### src/rtl/deck_manager.sv
// 52-card deck owner: ordered load, LFSR swap shuffle, round-robin player/dealer draws.
// Optional build macro DECK_AUTO_RESHUFFLE_EN: an emptied deck reshuffles itself instead of waiting for `shuffle`.
module deck_manager #(
    parameter logic [5:0] SEED   = 6'b011110,
    parameter int         PASSES = 2
) (
    input  logic       clk,
    input  logic       rst,
    input  logic       req_player,
    input  logic       req_dealer,
    input  logic       shuffle,
    output logic [5:0] card,
    output logic [3:0] rank,
    output logic [3:0] points,
    output logic       card_to,
    output logic       card_valid,
    output logic       ready,
    output logic       empty,
    output logic [5:0] cards_left,
    output logic [2:0] state
);

    typedef enum logic [2:0] {
        INIT    = 3'd0,
        SHUFFLE = 3'd1,
        READY   = 3'd2,
        DEAL    = 3'd3
    } state_t;

    localparam logic [5:0] SEED_EFF  = (SEED == 6'd0) ? 6'd1 : SEED;
    localparam logic [1:0] LAST_PASS = 2'(PASSES - 1);

    state_t     st, st_nxt;
    logic [5:0] deck [0:51];
    logic [5:0] lfsr;
    logic [5:0] idx;
    logic [5:0] ptr;
    logic [5:0] j;
    logic [1:0] pass;
    logic       last;
    logic       grant;
    logic       grant_to;
    logic       do_shuffle;
    logic       end_init;
    logic       end_shuffle;

    function automatic logic [3:0] card_rank(input logic [5:0] c);
        return 4'((c % 6'd13) + 6'd1);
    endfunction

    function automatic logic [3:0] cap_points(input logic [3:0] r);
        return (r > 4'd10) ? 4'd10 : r;
    endfunction

    // Fold the 1..63 LFSR range onto a deck slot.
    assign j           = (lfsr >= 6'd52) ? (lfsr - 6'd52) : lfsr;
    assign end_init    = (idx == 6'd51);
    assign end_shuffle = (idx == 6'd51) && (pass == LAST_PASS);

    always_ff @(posedge clk or negedge rst) begin
        if (!rst) st <= INIT;
        else      st <= st_nxt;
    end

    always_comb begin
        st_nxt     = st;
        grant      = 1'b0;
        grant_to   = 1'b0;
        do_shuffle = 1'b0;
        case (st)
            INIT:    if (end_init) st_nxt = SHUFFLE;
            SHUFFLE: if (end_shuffle) st_nxt = READY;
            READY: begin
                if (shuffle) begin
                    do_shuffle = 1'b1;
                    st_nxt     = SHUFFLE;
                end else if (!empty) begin
                    if (req_player && req_dealer) begin
                        grant    = 1'b1;
                        grant_to = ~last;
                    end else if (req_player || req_dealer) begin
                        grant    = 1'b1;
                        grant_to = req_dealer;
                    end
                    if (grant) st_nxt = DEAL;
                end
            end
            DEAL: begin
`ifdef DECK_AUTO_RESHUFFLE_EN
                if (ptr == 6'd51) st_nxt = SHUFFLE;
                else              st_nxt = READY;
`else
                st_nxt = READY;
`endif
            end
            default: st_nxt = INIT;
        endcase
    end

    always_ff @(posedge clk or negedge rst) begin
        if (!rst) begin
            lfsr    <= SEED_EFF;
            idx     <= 6'd0;
            pass    <= 2'd0;
            ptr     <= 6'd0;
            last    <= 1'b1;
            card    <= 6'd0;
            card_to <= 1'b0;
        end else begin
            lfsr <= {lfsr[4:0], lfsr[5] ^ lfsr[4]};
            case (st)
                INIT: idx <= end_init ? 6'd0 : idx + 6'd1;
                SHUFFLE: begin
                    // ptr clears here so an auto-reshuffle shows empty for exactly one cycle.
                    ptr <= 6'd0;
                    if (idx == 6'd51) begin
                        idx  <= 6'd0;
                        pass <= end_shuffle ? 2'd0 : pass + 2'd1;
                    end else begin
                        idx <= idx + 6'd1;
                    end
                end
                READY: begin
                    if (do_shuffle) begin
                        idx  <= 6'd0;
                        pass <= 2'd0;
                        ptr  <= 6'd0;
                    end else if (grant) begin
                        card    <= deck[ptr];
                        card_to <= grant_to;
                    end
                end
                DEAL: begin
                    ptr  <= ptr + 6'd1;
                    last <= card_to;
                end
                default: ;
            endcase
        end
    end

    always_ff @(posedge clk) begin
        case (st)
            INIT: deck[idx] <= idx;
            SHUFFLE: begin
                deck[idx] <= deck[j];
                deck[j]   <= deck[idx];
            end
            default: ;
        endcase
    end

    assign card_valid = (st == DEAL);
    assign ready      = (st == READY);
    assign empty      = (ptr == 6'd52);
    assign cards_left = 6'd52 - ptr;
    assign state      = st;
    assign rank       = card_rank(card);
    assign points     = cap_points(rank);

endmodule

### config.mk
export PLATFORM = sky130hd
export DESIGN_NAME = deck_manager
export DESIGN_NICKNAME = d
export VERILOG_FILES = /design/src/rtl/deck_manager.sv
export SDC_FILE = /design/constraint.sdc
export NUM_CORES = 1
export LEC_CHECK = 0
export BUFFER_PORTS_ARGS = -buffer_cell sky130_fd_sc_hd__buf_2
export CELL_PAD_IN_SITES_DETAIL_PLACEMENT = 0
export CELL_PAD_IN_SITES_GLOBAL_PLACEMENT = 1
export CORE_UTILIZATION = 40
export CTS_CLUSTER_SIZE = 40
export DETAILED_ROUTE_END_ITERATION = 16
export PLACE_DENSITY_LB_ADDON = 0.1
export SLEW_MARGIN = 20
export SYNTH_ARGS = -nofsm -noshare
export SYNTH_HDL_FRONTEND = slang
export SYNTH_SLANG_ARGS = --single-unit
### constraint.sdc
create_clock -name clk -period 5.15 [get_ports clk]
set_input_delay 1.03 -clock clk [delete_from_list [all_inputs] [get_ports clk]]
set_output_delay 1.03 -clock clk [all_outputs]
set_load 0.01 [all_outputs]
* Yosys cells after proc, flatten, opt, wreduce, memory -nomap -nowiden
Memories as Yosys holds them, arrays and structs flattened. A register that Yosys moved wholly into a read port is not among the register bits.
Index checks and enable logic that the tools add are counted.
** Storage, ports and cells
- Register bits after elaboration :: 25
- Bits in writable memories :: 312
- Bits of input ports :: 5
- Word-level logic and storage cells :: 82
- Memories kept :: 1
** Operators by class
- $add $sub $neg :: 6
- Divide/modulo/power cells :: 1
- Magnitude comparators :: 2
- Equal/unequal tests :: 12
- Mux-type cells :: 35
- Bitwise gates (word level) :: 4
- Reduce and logical (&&, ||, !) cells :: 14
** Memory list
- deck :: words 52, bits a word 6, read ports 3, clocked after Yosys merged registers in 1, wr ports 2, line 34 : logic [5:0] deck [0:51];
** Operator list (number)
- two-way mux 6 bit :: 4
- two-way mux 1 bit :: 18
- case mux 6 bit (3 select lines) :: 1
- two-way mux 3 bit :: 5
- adder 6 x 1 -> 6 bit, second input constant :: 2
- == test 6 bit, second input constant :: 2
- case mux 3 bit (4 select lines) :: 1
- case mux 6 bit (2 select lines) :: 1
- == test 3 x 2 -> 1 bit, second input constant :: 2
- greater-or-equal comparator 6 bit, second input constant :: 1
- modulo 6 x 4 -> 6 bit, second input constant :: 1
- two-way mux 2 bit :: 3
- inequality test 2 bit, second input constant :: 3
- AND reduction 3 bit :: 2
- subtractor 6 bit, first input constant :: 1
- subtractor 6 bit, second input constant :: 1
- adder 4 x 1 -> 4 bit, second input constant :: 1
- greater-than comparator 4 bit, second input constant :: 1
- two-way mux 4 bit :: 1
- case mux 2 bit (2 select lines) :: 1
- AND reduction 2 bit :: 2
- AND reduction 4 bit :: 1
- nonzero test 2 bit :: 2
- == test 3 x 1 -> 1 bit, second input constant :: 1
- 14 further kinds :: 16

* Depth between registers and ports, before layout
- Depth in word-level cells :: 10
- Depth in mapped cells :: 16
- Depth with buffers taken out :: 14

* Worst setup path after synthesis
Ideal clock, no wire load.
- Path kind :: flip-flop to output port
- Start point :: register card[4], read port of deck
- End point :: output points[1]
- Arrival time :: 3.410 ns
- Required time :: 4.120 ns
- Path slack :: 0.710 ns
- Stages on the path, launching flop included :: 14
- Buffers on the path :: 1
- Path through :: dfrtp_1 > buf_2 > and4b_1 > a21oi_1 > ha_1 > nand3b_1 > o2bb2ai_1 > mux2_2 > ha_1 > nand2b_1 > a31oi_1 > mux2_2 > xnor2_1 > o311ai_0
** Between the ends
- Longest elaborated chain between the ends :: 4
** RTL lines
- start, declared :: line 12 : output logic [5:0] card,
- modulo 6 x 4 -> 6 bit * :: line 48 : return 4'((c % 6'd13) + 6'd1);
- adder 4 x 1 -> 4 bit * :: line 48
- greater-than comparator 4 bit :: line 52 : return (r > 4'd10) ? 4'd10 : r;
- two-way mux 4 bit * :: line 52
- end, declared :: line 14 : output logic [3:0] points,
Every way passes the cells marked *; elsewhere a longest branch is shown, timed or not.

* Worst setup path after layout
- Start point :: register card[4], read port of deck
- End point :: output points[0]
The elaborated chain is that of the path after synthesis.

==> results by group <==
Die
  – IO Count: 32
  – Die area: 0.05998 mm^2
  – Die Y: 244.9 um
  – Core Rows: 88
  – Initial Util: 0.4067
  – Chip Width: 244.9 um
  – Core box area: 0.05803 mm^2

Logic synthesis
  – Mapped Area: 0.02360 mm^2
  – Post-synthesis sequential area ratio: 0.4290
  – Net Count, Synth: 2374
  – Ys async rst share: 0.08772
  – YS warnings: 0
  – Leading cell types by count after synthesis: 346 x nand2_1, 312 x edfxtp_1, 173 x o21ai_0, 167 x clkbuf_1, 158 x mux2i_1
  – Area leader, netlist: edfxtp_1
  – Cell count after synthesis: 2357
  – Post-synth EDFFs: 312
  – Most frequent cell after synthesis: nand2_1
  – Synthesized area per cell: 10.01 um^2
  – Largest cells by area after synthesis: edfxtp_1 40%, mux4_2 8.7%, mux2i_1 6.7%
  – Top FF cell, synth: edfxtp_1
  – Proportion of netlist area held by the largest area contributor: 0.3970
  – Yosys reg bits: 342
  – Yosys cell types: 84

Power and ir drop
  – Sw Share: 0.4844
  – P_leak: 8.410 nW
  – VDD IR max: 566.7 uV
  – P_int: 9.071 mW
  – Pwr dens: 665.8 mW/mm^2
  – Sw Pwr: 8.521 mW
  – Combinational share of power: 0.576
  – Clock group share of total power: 0.175
  – Total Power: 17.59 mW
  – Sequential share of power: 0.248

GRT
  – GRT Overall Usage: 0.3704
  – GRT overflow: 0
  – Number of global-route vias before repair: 20420
  – Pin count of the biggest net entering global routing: 76
  – First-pass GRT wire length: 157400 um
  – Antenna violations before repair: 5

Drt
  – Vias/cell: 6.964
  – Post-DRT Antenna Nets: 0
  – Detailed Routing Iterations Pass 1: 8
  – Remaining DRCs: 0
  – Drt first-iter violations: 3104
  – Routed wire length: 111500 um
  – Vias: 21680
  – DR WL/cell: 35.82 um

Cells and area
  – Nets: 2331
  – Area of the multi-input gates: 0.01233 mm^2
  – Final core utilization: 0.4553
  – Layout fillers: 5442
  – Layout Area Growth over Synthesis: 11.95%
  – Share of cells above drive strength 1: 0.1832
  – Storage element area: 0.01014 mm^2
  – Final Non-Filler Cells: 3113

Timing
  – Worst Max-Slew Pin Slew: 1.247 ns
  – Final setup TNS: 0 ns
  – Slew headroom: 0.1667
  – Hold Vio Cnt, Final: 0
  – Pins Over Slew Limit: 0
  – Tmin final: 5.022 ns
  – WHS: 0.4029 ns
  – FMAX: 0.1991 GHz
  – Setup violations, final: 0
  – Clock skew: 0.02963 ns
  – Period Utilization, post-route: 0.9751

Place
  – # port buffers: 30
  – Placer's final routability congestion estimate: 0.9955
  – DP HPWL: 76960 um
  – Cells after DPL: 3026

Worst setup path
  – Critical path endpoint category: output pin
  – CP required: 4.12 ns
  – Crit-path max cell delay: 0.44 ns
  – Worst Path Arrival: 3.99 ns
  – Max FO, Critical Path: 6
  – Cell repeated most along the worst path: ha_2
  – CP Class: reg2out
  – Slowest CP cell: dfrtp_2
  – Worst Setup Start Kind: register
  – Cell Chain, Critical Path: and4b_1 -> a21oi_2 -> ha_2 -> nand3b_1 -> o2bb2ai_2 -> mux2_4 -> ha_1 -> nand2b_4 -> a31oi_4 -> mux2i_2 -> ha_2 -> xor2_2 -> o21ai_0 -> a21oi_1 -> buf_2
  – Worst reg-to-reg setup slack: 0.31 ns

Clock network
  – Clk sink count: 342
  – CTS Buf Count: 42
  – Count of hold-fix buffers inserted at cts: 0
  – Worst-skew pair later-pin latency: 0.60 ns
  – Clock buffer depth: 3
  – Htree depth: 2
  – Worst-path clk slew: 0.06 ns
  – CTS tree: done
  – CTS root buffer: clkbuf_16

Outcome
  – Status: finished clean

Flow run
  – Max cap viols: 0

Min path
  – Worst hold-check path type: reg2reg
-- cell type report --
| type | count | area share |
|---|---|---|
| clock buffer | 51 | 0.04347 |
| tap | 765 | 0.03623 |
| timing repair buffer | 185 | 0.05673 |
| antenna | 1 | 0.00009471 |
| inverter | 22 | 0.003220 |
| sequential | 342 | 0.3839 |
| clock inverter | 26 | 0.009850 |
| multi-input combinational | 1721 | 0.4665 |
-- final timing paths --
| kind | start | end | cells after the start |
|---|---|---|---|
| max | card[4]$_DFFE_PN0P_ | points[0] | 15 |
| min | lfsr[3]$_DFF_PN1_ | lfsr[4]$_DFF_PN1_ | 0 |
| max reg2reg | lfsr[5]$_DFF_PN0_ | deck[29][4]$_DFFE_PP_ | 10 |
| min reg2reg | lfsr[3]$_DFF_PN1_ | lfsr[4]$_DFF_PN1_ | 0 |
| max in group asynchronous | rst | ptr[0]$_DFFE_PN0P_ | 1 |
| min in group asynchronous | rst | lfsr[0]$_DFF_PN0_ | 1 |
-- state kept, by name (all words and copies together), names as in the netlist --
register / flops
card: 6
card_to: 1
deck: 312
idx: 6
last: 1
lfsr: 6
pass: 2
ptr: 6
state: 2
-- power by group through the flow --
stage | Combinational [mW] | Sequential, mW | Clock, mW
after floorplan | 5.83 | 4.12 | 0
after global routing | 10.6 | 4.38 | 3.22
after detailed placement | 9.71 | 4.39 | 0
after CTS | 9.79 | 4.35 | 3.12
after global placement | 9.58 | 4.39 | 0
final | 10.1 | 4.36 | 3.09
-- layout by cell type (no fill, tap or decap), drive strengths merged, types with 19 or more instances in the layout --
cell type	Yosys	layout
a21oi	119	119
a221oi	45	45
a22o	21	21
a22oi	66	66
a31oi	39	39
and3	27	27
buf	101	184
clkbuf	171	52
clkinv	0	19
dfrtp	25	25
edfxtp	312	312
inv	22	22
mux2	41	41
mux2i	158	158
mux4	91	91
nand2	347	347
nand2b	19	19
nand3	39	39
nor2	100	100
nor3	57	57
o21ai	254	254
o221ai	40	40
o22ai	87	87
-- what timing repair did --
action	in CTS	in global routing
buffers inserted	1	8
setup endpoints to repair	2	2
gates cloned	0	0
resized for setup	9	5
pin swaps	1	3
-- stage by stage --
step                      cell area (um^2)  worst slack (ns)
after floorplan                      23600            0.7099
after global placement               24880            0.4742
after detailed placement             24880            0.4311
after CTS                            26340           0.05299
after global routing                 26420          -0.05304
final                                26420            0.1282
-- layer usage --
layer | up-vias | wire (um) | GRT usage
met5 | - | 13 | 0
met3 | 375 | 11380 | 0.08266
met4 | 2 | 7558 | 0.2211
met2 | 1556 | 48510 | 0.5537
li1 | 8990 | - | -
met1 | 10760 | 44030 | 0.4908
-- worst max-delay path, delay by kind of cell, from the launching register on --
family	cells	cell delay [ns]
compound gates	5	0.81
mux	2	0.66
fa+ha+maj	3	0.65
simple gates	3	0.54
flops	1	0.44
xor+xnor	1	0.17
buf+inv	1	0.15
-- cells by family (layout without fill, tap and decap cells) --
| group | after synthesis | count (layout) | synth area share |
|---|---|---|---|
| flip-flops | 342 | 342 | 0.4290 |
| AND/OR/NAND/NOR | 642 | 642 | 0.1199 |
| buffers and inverters | 294 | 284 | 0.05598 |
| adder cells (fa/ha/maj) | 12 | 12 | 0.006361 |
| AO/OA/AOI/OAI | 754 | 754 | 0.2062 |
| other | 1 | 2 | 0.0001589 |
| multiplexers | 290 | 290 | 0.1734 |
| XOR/XNOR | 22 | 22 | 0.008959 |
Power figures use the tool's default switching activity.
